**src/rtl/sens_scan_fsm_if.sv**
```systemverilog
// Output sample stream of the sensor scan engine.
// Handshake: the source raises m_valid with m_data/m_user/m_last stable and
// keeps all of them unchanged until a rising clock edge sees
// m_valid & m_ready; that edge transfers exactly one sample. The sink may
// drive m_ready at any time, independent of m_valid.
interface sens_scan_fsm_if #(
  parameter int DATA_W = 16,
  parameter int SW     = 2
);
  logic              m_valid;
  logic              m_ready;
  logic [DATA_W-1:0] m_data;
  logic [SW-1:0]     m_user;
  logic              m_last;

  modport master (
    output m_valid,
    output m_data,
    output m_user,
    output m_last,
    input  m_ready
  );

  modport slave (
    input  m_valid,
    input  m_data,
    input  m_user,
    input  m_last,
    output m_ready
  );
endinterface

```
**src/rtl/sens_scan_fsm.sv**
```systemverilog
// Frame scanner for a bank of ToF sensors: on each frame-ready pulse it
// reads every zone sample of every sensor out of a sample RAM, in raster or
// serpentine order, and forwards them one by one on a valid/ready stream.
module sens_scan_fsm #(
  parameter int  N_SENS = 4,
  parameter int  ROWS   = 8,
  parameter int  COLS   = 8,
  parameter int  DATA_W = 16,
  localparam int SW     = (N_SENS > 1) ? $clog2(N_SENS) : 1,
  localparam int RW     = $clog2(ROWS),
  localparam int CW     = $clog2(COLS),
  localparam int AW     = SW + RW + CW
) (
  input  logic              clk,
  input  logic              rst_n,
  input  logic              drdy,
  input  logic              mode,
  output logic              rd_en,
  output logic [AW-1:0]     rd_addr,
  input  logic [DATA_W-1:0] rd_data,
  sens_scan_fsm_if.master   m_if,
  output logic              busy,
  output logic [15:0]       frame_cnt,
  output logic              overrun,
  output logic [2:0]        dbg_state
);

  typedef enum logic [2:0] {
    S_IDLE    = 3'd0,
    S_ISSUE   = 3'd1,
    S_CAPTURE = 3'd2,
    S_HOLD    = 3'd3,
    S_DONE    = 3'd4
  } state_e;

  localparam logic [SW-1:0] SENS_LAST = SW'(N_SENS - 1);
  localparam logic [RW-1:0] ROW_LAST  = RW'(ROWS - 1);
  localparam logic [CW-1:0] COL_LAST  = CW'(COLS - 1);

  state_e              state_q, state_d;
  logic [SW-1:0]       sens_q, sens_d;
  logic [RW-1:0]       row_q, row_d;
  logic [CW-1:0]       col_q, col_d;
  logic                mode_q, mode_d;
  logic [DATA_W-1:0]   m_data_q, m_data_d;
  logic [SW-1:0]       m_user_q, m_user_d;
  logic                m_last_q, m_last_d;
  logic [15:0]         frame_cnt_q, frame_cnt_d;
  logic                overrun_q, overrun_d;

  // Iterator geometry derived from the current position.
  logic                row_rev;       // current row is scanned right-to-left
  logic [CW-1:0]       col_end_val;   // final column of the current row
  logic                at_row_end;
  logic                at_last_row;
  logic                at_last_sens;
  logic                is_last;
  logic [RW-1:0]       row_inc;
  logic                next_row_rev;  // row after this one is scanned right-to-left

  assign row_rev      = mode_q & row_q[0];
  assign col_end_val  = row_rev ? '0 : COL_LAST;
  assign at_row_end   = (col_q == col_end_val);
  assign at_last_row  = (row_q == ROW_LAST);
  assign at_last_sens = (sens_q == SENS_LAST);
  assign is_last      = at_last_sens & at_last_row & at_row_end;
  assign row_inc      = row_q + RW'(1);
  assign next_row_rev = mode_q & row_inc[0];

  // State and datapath registers; everything clears on reset, which also
  // abandons any frame in flight.
  always_ff @(posedge clk or negedge rst_n) begin
    if (!rst_n) begin
      state_q     <= S_IDLE;
      sens_q      <= '0;
      row_q       <= '0;
      col_q       <= '0;
      mode_q      <= 1'b0;
      m_data_q    <= '0;
      m_user_q    <= '0;
      m_last_q    <= 1'b0;
      frame_cnt_q <= '0;
      overrun_q   <= 1'b0;
    end else begin
      state_q     <= state_d;
      sens_q      <= sens_d;
      row_q       <= row_d;
      col_q       <= col_d;
      mode_q      <= mode_d;
      m_data_q    <= m_data_d;
      m_user_q    <= m_user_d;
      m_last_q    <= m_last_d;
      frame_cnt_q <= frame_cnt_d;
      overrun_q   <= overrun_d;
    end
  end

  // Next-state logic: one RAM read, one capture, then hold until accepted.
  always_comb begin
    state_d     = state_q;
    sens_d      = sens_q;
    row_d       = row_q;
    col_d       = col_q;
    mode_d      = mode_q;
    m_data_d    = m_data_q;
    m_user_d    = m_user_q;
    m_last_d    = m_last_q;
    frame_cnt_d = frame_cnt_q;
    // A frame-ready pulse while a scan is running is dropped but flagged.
    overrun_d   = drdy & (state_q != S_IDLE);

    case (state_q)
      S_IDLE: begin
        if (drdy) begin
          sens_d  = '0;
          row_d   = '0;
          col_d   = '0;
          mode_d  = mode;
          state_d = S_ISSUE;
        end
      end

      S_ISSUE: begin
        state_d = S_CAPTURE;
      end

      S_CAPTURE: begin
        // RAM data answers the read issued in the previous cycle.
        m_data_d = rd_data;
        m_user_d = sens_q;
        m_last_d = is_last;
        state_d  = S_HOLD;
      end

      S_HOLD: begin
        if (m_if.m_ready) begin
          if (m_last_q) begin
            state_d = S_DONE;
          end else begin
            state_d = S_ISSUE;
            if (!at_row_end) begin
              col_d = row_rev ? (col_q - CW'(1)) : (col_q + CW'(1));
            end else if (!at_last_row) begin
              row_d = row_inc;
              col_d = next_row_rev ? COL_LAST : '0;
            end else begin
              sens_d = sens_q + SW'(1);
              row_d  = '0;
              col_d  = '0;
            end
          end
        end
      end

      S_DONE: begin
        frame_cnt_d = frame_cnt_q + 16'd1;
        state_d     = S_IDLE;
      end

      default: begin
        state_d = S_IDLE;
      end
    endcase
  end

  // Iterators only move on the edge that enters ISSUE, so the address is
  // naturally held between reads.
  assign rd_en        = (state_q == S_ISSUE);
  assign rd_addr      = {sens_q, row_q, col_q};
  assign m_if.m_valid = (state_q == S_HOLD);
  assign m_if.m_data  = m_data_q;
  assign m_if.m_user  = m_user_q;
  assign m_if.m_last  = m_last_q;
  assign busy         = (state_q != S_IDLE);
  assign frame_cnt    = frame_cnt_q;
  assign overrun      = overrun_q;
  assign dbg_state    = state_q;

endmodule
```
**src/flat_wrapper.sv**
```systemverilog
// flat-port wrapper written by rule: the top's interface ports become plain ports
module sens_scan_fsm_flat 
#(
  parameter int  N_SENS = 4,
  parameter int  ROWS   = 8,
  parameter int  COLS   = 8,
  parameter int  DATA_W = 16,
  localparam int SW     = (N_SENS > 1) ? $clog2(N_SENS) : 1,
  localparam int RW     = $clog2(ROWS),
  localparam int CW     = $clog2(COLS),
  localparam int AW     = SW + RW + CW
)
  (clk, rst_n, drdy, mode, rd_en, rd_addr, rd_data, busy, frame_cnt, overrun, dbg_state, m_if_m_valid, m_if_m_data, m_if_m_user, m_if_m_last, m_if_m_ready);
  sens_scan_fsm_if #(.DATA_W(DATA_W)) m_if_i ();
  input  logic clk;
  input  logic rst_n;
  input  logic drdy;
  input  logic mode;
  output logic rd_en;
  output logic [AW-1:0] rd_addr;
  input  logic [DATA_W-1:0] rd_data;
  output logic busy;
  output logic [15:0] frame_cnt;
  output logic overrun;
  output logic [2:0] dbg_state;
  output wire logic [$bits(m_if_i.m_valid)-1:0] m_if_m_valid;
  output wire logic [$bits(m_if_i.m_data)-1:0] m_if_m_data;
  output wire logic [$bits(m_if_i.m_user)-1:0] m_if_m_user;
  output wire logic [$bits(m_if_i.m_last)-1:0] m_if_m_last;
  input wire logic [$bits(m_if_i.m_ready)-1:0] m_if_m_ready;
  assign m_if_m_valid = m_if_i.m_valid;
  assign m_if_m_data = m_if_i.m_data;
  assign m_if_m_user = m_if_i.m_user;
  assign m_if_m_last = m_if_i.m_last;
  assign m_if_i.m_ready = m_if_m_ready;
  sens_scan_fsm #(.N_SENS(N_SENS), .ROWS(ROWS), .COLS(COLS), .DATA_W(DATA_W)) u_core (.clk(clk), .rst_n(rst_n), .drdy(drdy), .mode(mode), .rd_en(rd_en), .rd_addr(rd_addr), .rd_data(rd_data), .m_if(m_if_i), .busy(busy), .frame_cnt(frame_cnt), .overrun(overrun), .dbg_state(dbg_state));
endmodule
```
**config.mk**
```make
export PLATFORM = sky130hd
export DESIGN_NAME = sens_scan_fsm_flat
export DESIGN_NICKNAME = d
export VERILOG_FILES = /design/src/rtl/sens_scan_fsm_if.sv /design/src/rtl/sens_scan_fsm.sv /design/src/flat_wrapper.sv
export SDC_FILE = /design/constraint.sdc
export NUM_CORES = 1
export LEC_CHECK = 0
export BUFFER_PORTS_ARGS = -buffer_cell sky130_fd_sc_hd__buf_4
export CORE_MARGIN = 8
export CORE_UTILIZATION = 46
export CTS_CLUSTER_DIAMETER = 150
export CTS_CLUSTER_SIZE = 40
export DETAILED_ROUTE_END_ITERATION = 8
export HOLD_SLACK_MARGIN = 0.03
export PLACE_DENSITY = 0.76
export SLEW_MARGIN = 20
export SYNTH_ARGS = -nofsm -noshare
export SYNTH_HDL_FRONTEND = slang
export SYNTH_SLANG_ARGS = --single-unit
```
**constraint.sdc**
```tcl
create_clock -name clk -period 2 [get_ports clk]
set_input_delay 0.2 -clock clk [delete_from_list [all_inputs] [get_ports clk]]
set_output_delay 0.2 -clock clk [all_outputs]
set_load 0.05 [all_outputs]
```
=== Word-level counts from Yosys, hierarchy flattened ===
Index checks and enable logic that the tools add are counted.

* Flip-flop bits (word level): 48
* Input port bits: 21
* Output and inout port bits: 50
* Logic and storage cells: 64

* Add/sub/neg operators: 5
* Equal/unequal tests: 12
* Multiplexer cells: 24
* Bitwise logic cells: 5
* Reductions and logical operators: 8

{| class="wikitable"
|+ Operators by type and width
! kind !! number
|-
| 3-bit two-way mux || 15
|-
| 16-bit by 1-bit adder with 16-bit output (second input constant) || 1
|-
| 3-bit one-hot mux with 2 select lines || 2
|-
| 3-bit one-hot mux with 4 select lines || 1
|-
| 2-bit two-way mux || 5
|-
| 3-bit by 1-bit adder with 3-bit output (second input constant) || 2
|-
| 3-bit by 2-bit equality test with 1-bit output (second input constant) || 2
|-
| 3-bit equality test (second input constant) || 2
|-
| 2-bit by 1-bit inequality test with 1-bit output (second input constant) || 3
|-
| 6-bit AND reduction || 1
|-
| 1-bit bitwise AND || 5
|-
| 5-bit AND reduction || 1
|-
| 2-bit inequality test (second input constant) || 2
|-
| 2-bit one-hot mux with 2 select lines || 1
|-
| 2-bit AND reduction || 2
|-
| 4-bit AND reduction || 1
|-
| 3-bit by 1-bit equality test with 1-bit output (second input constant) || 1
|-
| 3-bit equality test || 1
|-
| 3-bit logical NOT || 1
|-
| 3-bit nonzero test || 1
|-
| 3-bit by 1-bit subtractor with 3-bit output (second input constant) || 1
|-
| 2-bit by 1-bit adder with 2-bit output (second input constant) || 1
|-
| 2-bit equality test (second input constant) || 1
|-
| 2-bit nonzero test || 1
|}

=== Longest topological paths before layout ===
Gate-level depths: netlist of run 1.

* Depth after elaboration: 8
* Mapped depth: 8
* Depth with buffers taken out: 7

=== Worst setup path before layout of run 1 ===
No wires, ideal clock.

* Path type: reg-to-output
* Start: register u_core.state_q[0] (netlist: u_core.dbg_state[0])
* End: output port rd_en
* Data arrival time: 2,072 ps
* Data required time: 1,800 ps
* Path slack: -272 ps
* Stages on the path, launching flop included: 3
* Path buffers: 1
* Path through: dfrtp_1 > buf_2 > nor3b_1

* Longest elaborated chain between the ends: 1

{| class="wikitable"
|+ Ends and longest elaborated chain
! what !! RTL line !! source
|-
| start: declaration || sens_scan_fsm.sv:40 || <nowiki>state_e state_q, state_d;</nowiki>
|-
| start signal: assignment || sens_scan_fsm.sv:85 || <nowiki>state_q <= state_d;</nowiki>
|-
| 3-bit by 1-bit equality test with 1-bit output || sens_scan_fsm.sv:168 || <nowiki>assign rd_en = (state_q == S_ISSUE);</nowiki>
|-
| end: declaration || flat_wrapper.sv:19 || <nowiki>output logic rd_en;</nowiki>
|}

Every way passes these cells.

=== Final worst setup path of run 1 ===
* Start: register u_core.row_q[0]
* End: register u_core.col_q[1]

* Longest elaborated chain between the ends: 8
* Elaborated cells on any way between the ends: 13
* Classes of those cells: add/sub: 1; eq/ne: 2; mux: 8; bitwise: 2

{| class="wikitable"
|+ Ends and longest elaborated chain
! what !! RTL line !! source
|-
| start: declaration || sens_scan_fsm.sv:42 || <nowiki>logic [RW-1:0] row_q, row_d;</nowiki>
|-
| start signal: assignment || sens_scan_fsm.sv:87 || <nowiki>row_q <= row_d;</nowiki>
|-
| 3-bit by 1-bit adder with 3-bit output || sens_scan_fsm.sv:67 || <nowiki>assign row_inc = row_q + RW'(1);</nowiki>
|-
| 1-bit bitwise AND || sens_scan_fsm.sv:68 || <nowiki>assign next_row_rev = mode_q & row_inc[0];</nowiki>
|-
| 3-bit two-way mux || sens_scan_fsm.sv:145 || <nowiki>col_d = next_row_rev ? COL_LAST : '0;</nowiki>
|-
| 3-bit two-way mux || sens_scan_fsm.sv:143 || <nowiki>end else if (!at_last_row) begin</nowiki>
|-
| 3-bit two-way mux (*) || sens_scan_fsm.sv:141 || <nowiki>if (!at_row_end) begin</nowiki>
|-
| 3-bit two-way mux (*) || sens_scan_fsm.sv:137 || <nowiki>if (m_last_q) begin</nowiki>
|-
| 3-bit two-way mux (*) || sens_scan_fsm.sv:136 || <nowiki>if (m_if.m_ready) begin</nowiki>
|-
| 3-bit one-hot mux with 2 select lines (*) || sens_scan_fsm.sv:112 || <nowiki>case (state_q)</nowiki>
|-
| end signal: assignment || sens_scan_fsm.sv:88 || <nowiki>col_q <= col_d;</nowiki>
|-
| end: declaration || sens_scan_fsm.sv:43 || <nowiki>logic [CW-1:0] col_q, col_d;</nowiki>
|}

Mark *: on every way between the ends. The rest lies on a longest branch, timed or not. The select of a mux whose other input is x is not followed.
A chain may end at the register's enable or synchronous reset.

==> qor.yml, run 1 <==
setup_path:
  critPathMaxFanout: 5
  cp-start-kind: "flip-flop"
  max_stage_delay_ps: 530
  crit_family: "adder cells"
  slowest_stage: "fa_1"
  crit_arrival_ps: 2010
  worst_path_most_repeated_cell: "nand2_1"
  path_cells: "nand2_1, inv_2, fa_1, nand2_1, o31ai_1, a22oi_1, o41ai_2"
  critPathBufInv: 1
  cp.required_ps: 2190
  crit_type: "flip-flop to flip-flop"
  end_kind: "flip-flop"
power:
  power_density_nw_per_um2: 1410
  peakVddDrop_mv: 1.184
  p_leak_nw: 1.461
  power_mw: 4.254
timing:
  clock.fmax_ghz: 0.5503
  period_minus_slack_ps: 1817
  rsz0062_at_grt: "no"
  layout_setup_ws_ps: 182.8
  slew_headroom_pct: 60.45
  setup_viol_count_final: 0
  finalHoldViolCount: 0
  tightest_slew_ps: 593.3
  fin_hold_ws_ps: 131.6
  finalSetupTns_ps: 0
  finClkSkew_ps: 7.106
  drv_slew: 0
  min_period_over_period_pct: 90.86
grt:
  grt_pass1_vias: 1775
  groute.usage.overall_pct: 14.47
  overflow: 0
  antenna_found_initial: 0
  grt_max_degree: 49
  grt_first_pass_wirelength_um: 8576
logic_synthesis:
  yosysWarnings: 0
  ys_async_sr_fraction_pct: 100.0
  avgSynthCellArea_um2: 11.86
  yosys.area.top_type: "dfrtp_1"
  yosys.area.top_type_share_pct: 53.01
  synth.distinct_cells: 47
  seq_area_frac_synth_pct: 53.01
  synthTopCellsByCount: "dfrtp_1, mux2_2, nand2_1, o21ai_0, xnor2_1"
  yosysMostFrequentCell: "dfrtp_1"
  synthFlopType: "dfrtp_1"
  synth_edf_count: 0
  syn_inst: 191
  synth_area_leaders: "dfrtp_1, mux2_2, xnor2_1"
  ys_ff_latch: 48
  syn_nets: 218
  synth_area_um2: 2266
routing:
  wl_um: 5223
  dr.pass1.iters: 4
  wl_per_cell_um: 15.64
  drtAntennaViolNets: 0
  vias_per_cell: 5.108
  vias: 1706
  drc: 0
  drt_iter0_drc: 89
clock_tree:
  clock_path_buffers: 2
  postCtsSetupBuffers: 0
  clk-insertion-delay-late_ps: 300
  cts-root-buf: "clkbuf_8"
  cts_inserted_buffers: 5
  h-tree-depth: 2
  clock_sinks: 48
  cts_tree: "yes"
  clk_pin_slew_worst_paths_ps: 90
layout:
  area_delta_synth_final_pct: 33.13
  diodes: 0
  nets: 294
  n_fill_cell: 399
  fin_area_um2: 3017
  layout-drive-gt1-share_pct: 44.57
floorplan:
  placementRows: 25
  coreArea_um2: 4723
  die_h_um: 86.19
  io-pin-count: 71
  start_util_pct: 47.97
  die-area_um2: 7428
  die_w_um: 86.19
outcome:
  status: "completed"
placed_design:
  place_hpwl_um: 3880
  portBuffers: 70
  place_congestion: 0.9038
  postPlaceCellArea_um2: 2895
  dp_slack_ps: 159.0
flow_run:
  maxCapViolations: 0
hold_path:
  hp-class: "primary input to flip-flop"
==> power breakdown <==
part	switching (mW)	leakage, nW	internal (mW)
logic	1.43	0.795	0.804
clock network	0.314	0.0473	0.276
registers	0.224	0.618	1.20
==> kinds of logic after synthesis <==
logic type / synth area share, %
compound gates: 7.676
xor+xnor: 6.184
fa+ha+maj: 3.644
buf+inv: 3.369
flops: 53.01
mux: 10.88
simple gates: 15.24
==> final timing paths <==
kind | startpoint | endpoint | slack, ps | depth (start not counted)
max in group asynchronous | rst_n | u_core.row_q[0] | 1130 | 2
max | u_core.row_q[0] | u_core.col_q[1] | 180 | 7
min in group asynchronous | rst_n | u_core.m_if.m_user[0] | 450 | 2
max reg2reg | u_core.row_q[0] | u_core.col_q[1] | 180 | 7
min reg2reg | u_core.frame_cnt[15] | u_core.frame_cnt[15] | 470 | 1
min | rd_data[3] | u_core.m_if.m_data[3] | 130 | 2
==> placed cells by master (no fill, tap or decap), types with 4 or more instances in the layout <==
master    instances
mux2_2           21
nor2_1            6
o21ai_0          11
a21oi_1           4
xnor2_1          11
xor2_1            5
inv_1             7
dfrtp_1          47
nand2_1          11
nand4_1           6
buf_4            75
clkbuf_8          6
nand3_1           7
ha_1              4
==> metrics by stage <==
| stage | instances | utilization (%) |
|---|---|---|
| 3_3_place_gp | 326 | 61.30 |
| 2_1_floorplan | 191 | - |
| 5_1_grt | 334 | 63.87 |
| 4_1_cts | 334 | 63.44 |
| 6_report | 334 | 63.87 |
| 3_5_place_dp | 326 | 61.30 |
==> area by class of cell <==
| cell class | instances | area, µm² | share of cell area (%) |
|---|---|---|---|
| repair buffers | 77 | 593.1 | 19.66 |
| inverters | 8 | 30.03 | 0.9954 |
| flip-flops and latches | 48 | 1202 | 39.86 |
| well taps | 67 | 83.83 | 2.779 |
| clock inverters | 1 | 8.758 | 0.2903 |
| clock buffers | 6 | 82.58 | 2.737 |
| multi-input cells | 127 | 1016 | 33.68 |
==> layer usage <==
layer / GRT usage (%) / wire length [µm] / vias to the layer above
li1: - / - / 824
met1: 16.37 / 2202 / 821
met2: 23.37 / 2457 / 56
met3: 7.089 / 500 / 5
met4: 4.695 / 62 / 0
met5: 0 / 0 / -
==> registers in the layout (all words and copies together) (netlist names) <==
register	flops
u_core.overrun	1
u_core.row_q	3
u_core.m_if.m_user	2
u_core.dbg_state	3
u_core.m_if.m_last	1
u_core.frame_cnt	16
u_core.col_q	3
u_core.m_if.m_data	16
u_core.sens_q	2
u_core.mode_q	1
==> repair_timing <==
item / 4_1_cts / 5_1_grt
endpoints found under the hold margin: 48 / 0
endpoints found under the setup margin: 0 / 1
hold buffers: 1 / 0
resized for setup: 0 / 3
No activity file was read; power rests on OpenSTA's default activity.
==> run 2: changes to the inputs <==
==> constraint.sdc (replaced) <==
create_clock -name clk -period 1.65 [get_ports clk]
set_input_delay 0.165 -clock clk [delete_from_list [all_inputs] [get_ports clk]]
set_output_delay 0.165 -clock clk [all_outputs]
set_load 0.05 [all_outputs]
==> run 2 against run 1 <==
- the flow now finishes with violations (negative setup slack)
- register-to-register slack got worse by 200 ps
- combinational power rose by 32%
- clock power rose by 67%
- cell count rose by 6.3%
- sequential power rose by 20%
- worst hold slack got worse by 43 ps
- largest cell class unchanged
==> qor.yml, run 2 (synthesis gave the netlist of run 1 again) <==
outcome:
  status: "complete, but fails checks"
  violations: "negative setup slack"
layout:
  layout-drive-gt1-share_pct: 52.78  # +8.2 points
  n_fill_cell: 352  # -12%
  post-route-util_pct: 69.14  # +5.3 points
  area_delta_synth_final_pct: 44.12
  layout_commonest_cell: "buf_4"
  nets: 314  # +6.8%
  mostFrequentLayoutCells: "buf_4, dfrtp_1, mux2_2, xnor2_1, nand2_1"
  diodes: 0  # unchanged
flow_run:
  maxCapViolations: 0  # unchanged
setup_path:
  cp-start-kind: "flip-flop"
  path_cells: "nand2_4, inv_4, fa_1, nand2_1, o31ai_1, a22oi_1, o41ai_1"
  critPathBufInv: 1  # unchanged
  crit_family: "adder cells"
  end_kind: "flip-flop"
  cp.required_ps: 1840  # -350 ps
  slowest_stage: "fa_1"
  crit_type: "flip-flop to flip-flop"
  crit_arrival_ps: 1860  # -150 ps
  critPathMaxFanout: 3  # -2
  max_stage_delay_ps: 510  # -20 ps
clock_tree:
  clock_sinks: 48  # unchanged
  clk-insertion-delay-late_ps: 300  # about the same
  cts_inserted_buffers: 5  # unchanged
  cts-root-buf: "clkbuf_8"
  clock_path_buffers: 2  # unchanged
  cts_tree: "yes"
  clk_pin_slew_worst_paths_ps: 90  # about the same
  h-tree-depth: 2  # unchanged
floorplan:
  die-area_um2: 7428  # unchanged
  placementRows: 25  # unchanged
  coreArea_um2: 4723  # unchanged
  die_w_um: 86.19  # unchanged
  io-pin-count: 71  # unchanged
  die_h_um: 86.19  # unchanged
  start_util_pct: 47.97  # unchanged
routing:
  wl_um: 5511  # +5.5%
  drt_iter0_drc: 69  # -22%
  drc: 0  # unchanged
  vias_per_cell: 5.110  # about the same
  vias: 1814  # +6.3%
  dr.pass1.iters: 4  # unchanged
  wl_per_cell_um: 15.52  # -0.73%
  drtAntennaViolNets: 0  # unchanged
grt:
  antenna_found_initial: 0  # unchanged
  overflow: 0  # unchanged
  groute.usage.overall_pct: 15.20  # +0.73 points
  grt_pass1_vias: 1783  # +0.45%
  grt_max_degree: 49  # unchanged
  grt_first_pass_wirelength_um: 8942  # +4.3%
power:
  peakVddDrop_mv: 1.076  # -9.1%
  power_density_nw_per_um2: 1731  # +23%
  p_leak_nw: 1.587  # +8.6%
timing:
  setup_viol_count_final: 2  # +2
  drv_slew: 0  # unchanged
  period_minus_slack_ps: 1668  # -149.6 ps
  clock.fmax_ghz: 0.5996  # +9.0%
  rsz0062_at_grt: "yes"
  layout_setup_ws_ps: -17.68  # -200.4 ps
  tightest_slew_ps: 599.3  # +6.000 ps
  slew_headroom_pct: 60.05  # -0.40 points
  min_period_over_period_pct: 101.1  # +10 points
  finClkSkew_ps: 11.18  # +4.073 ps
  fin_hold_ws_ps: 89.09  # -42.54 ps
  finalHoldViolCount: 0  # unchanged
hold_path:
  hp-class: "primary input to flip-flop"
placed_design:
  place_hpwl_um: 4018  # +3.6%
  portBuffers: 70  # unchanged
  dp_slack_ps: -78.84  # -237.8 ps
  place_congestion: 0.8749  # -3.2%
-- run 2: cell types whose count changed in the layout (fill, tap and decap cells not counted), sizes merged --
cell,delta
buf,+20
inv,-1
bufinv,+2
clkinv,-1
clkinvlp,+1
-- run 2: final cells by class --
| type | instances | area (µm²) | share of cell area [%] |
|---|---|---|---|
| clock buffer | 6 | 72.57 | 2.222 |
| clock inverter | 2 | 60.06 | 1.839 |
| inverter | 8 | 36.28 | 1.111 |
| multi-input combinational | 127 | 1066 | 32.64 |
| sequential | 48 | 1209 | 37.01 |
| tap | 67 | 83.83 | 2.567 |
| timing repair buffer | 97 | 738.2 | 22.61 |
-- run 2: repair_timing --
action | 4_1_cts | 5_1_grt
resized for setup | 3 | 8
endpoints found under the setup margin | 3 | 20
hold buffers | 1 | 0
pin swaps | 0 | 1
endpoints found under the hold margin | 48 | 0
setup buffers | 2 | 7
-- run 2: worst paths after layout --
kind | slack, ps | endpoint | from | depth (start not counted)
worst max-delay path | -20 | u_core.col_q[1] | u_core.mode_q | 7
worst min-delay path | 90 | u_core.m_if.m_data[11] | rd_data[11] | 2
worst max register to register | -20 | u_core.col_q[1] | u_core.mode_q | 7
worst min register to register | 470 | u_core.frame_cnt[15] | u_core.frame_cnt[15] | 1
max in group asynchronous | 800 | u_core.col_q[2] | rst_n | 2
min in group asynchronous | 410 | u_core.row_q[2] | rst_n | 2
-- run 2: worst register-to-register path, delay by kind of cell (launching register included) --
kind | cells | cell delay (ps)
adder cells (fa/ha/maj) | 1 | 510
flip-flops | 1 | 430
AO/OA/AOI/OAI | 3 | 420
AND/OR/NAND/NOR | 2 | 150
buffers and inverters | 1 | 50
-- run 2: metal layers --
metal	global-route usage (%)	routed length [µm]
met5	0	0
met1	18.87	2437
met3	6.711	476
met2	22.88	2502
met4	5.321	94
-- run 2: where the power goes --
group,switching (mW),total (mW),internal [mW]
clock,0.380,0.985,0.605
combinational,1.83,2.95,1.13
sequential,0.246,1.71,1.47
total,2.45,5.65,3.20
-- run 2: metrics by stage --
step                      TNS (ps)  instance area, µm²  cells  power [mW]
final                       -26.78                3266    355       5.652
after global routing        -539.0                3266    355       5.963
after CTS                   -44.41                3178    348       5.595
after detailed placement    -92.40                3014    337       4.555
after global placement           0                3014    337       4.503
after floorplan              -1165                2355    191       3.722
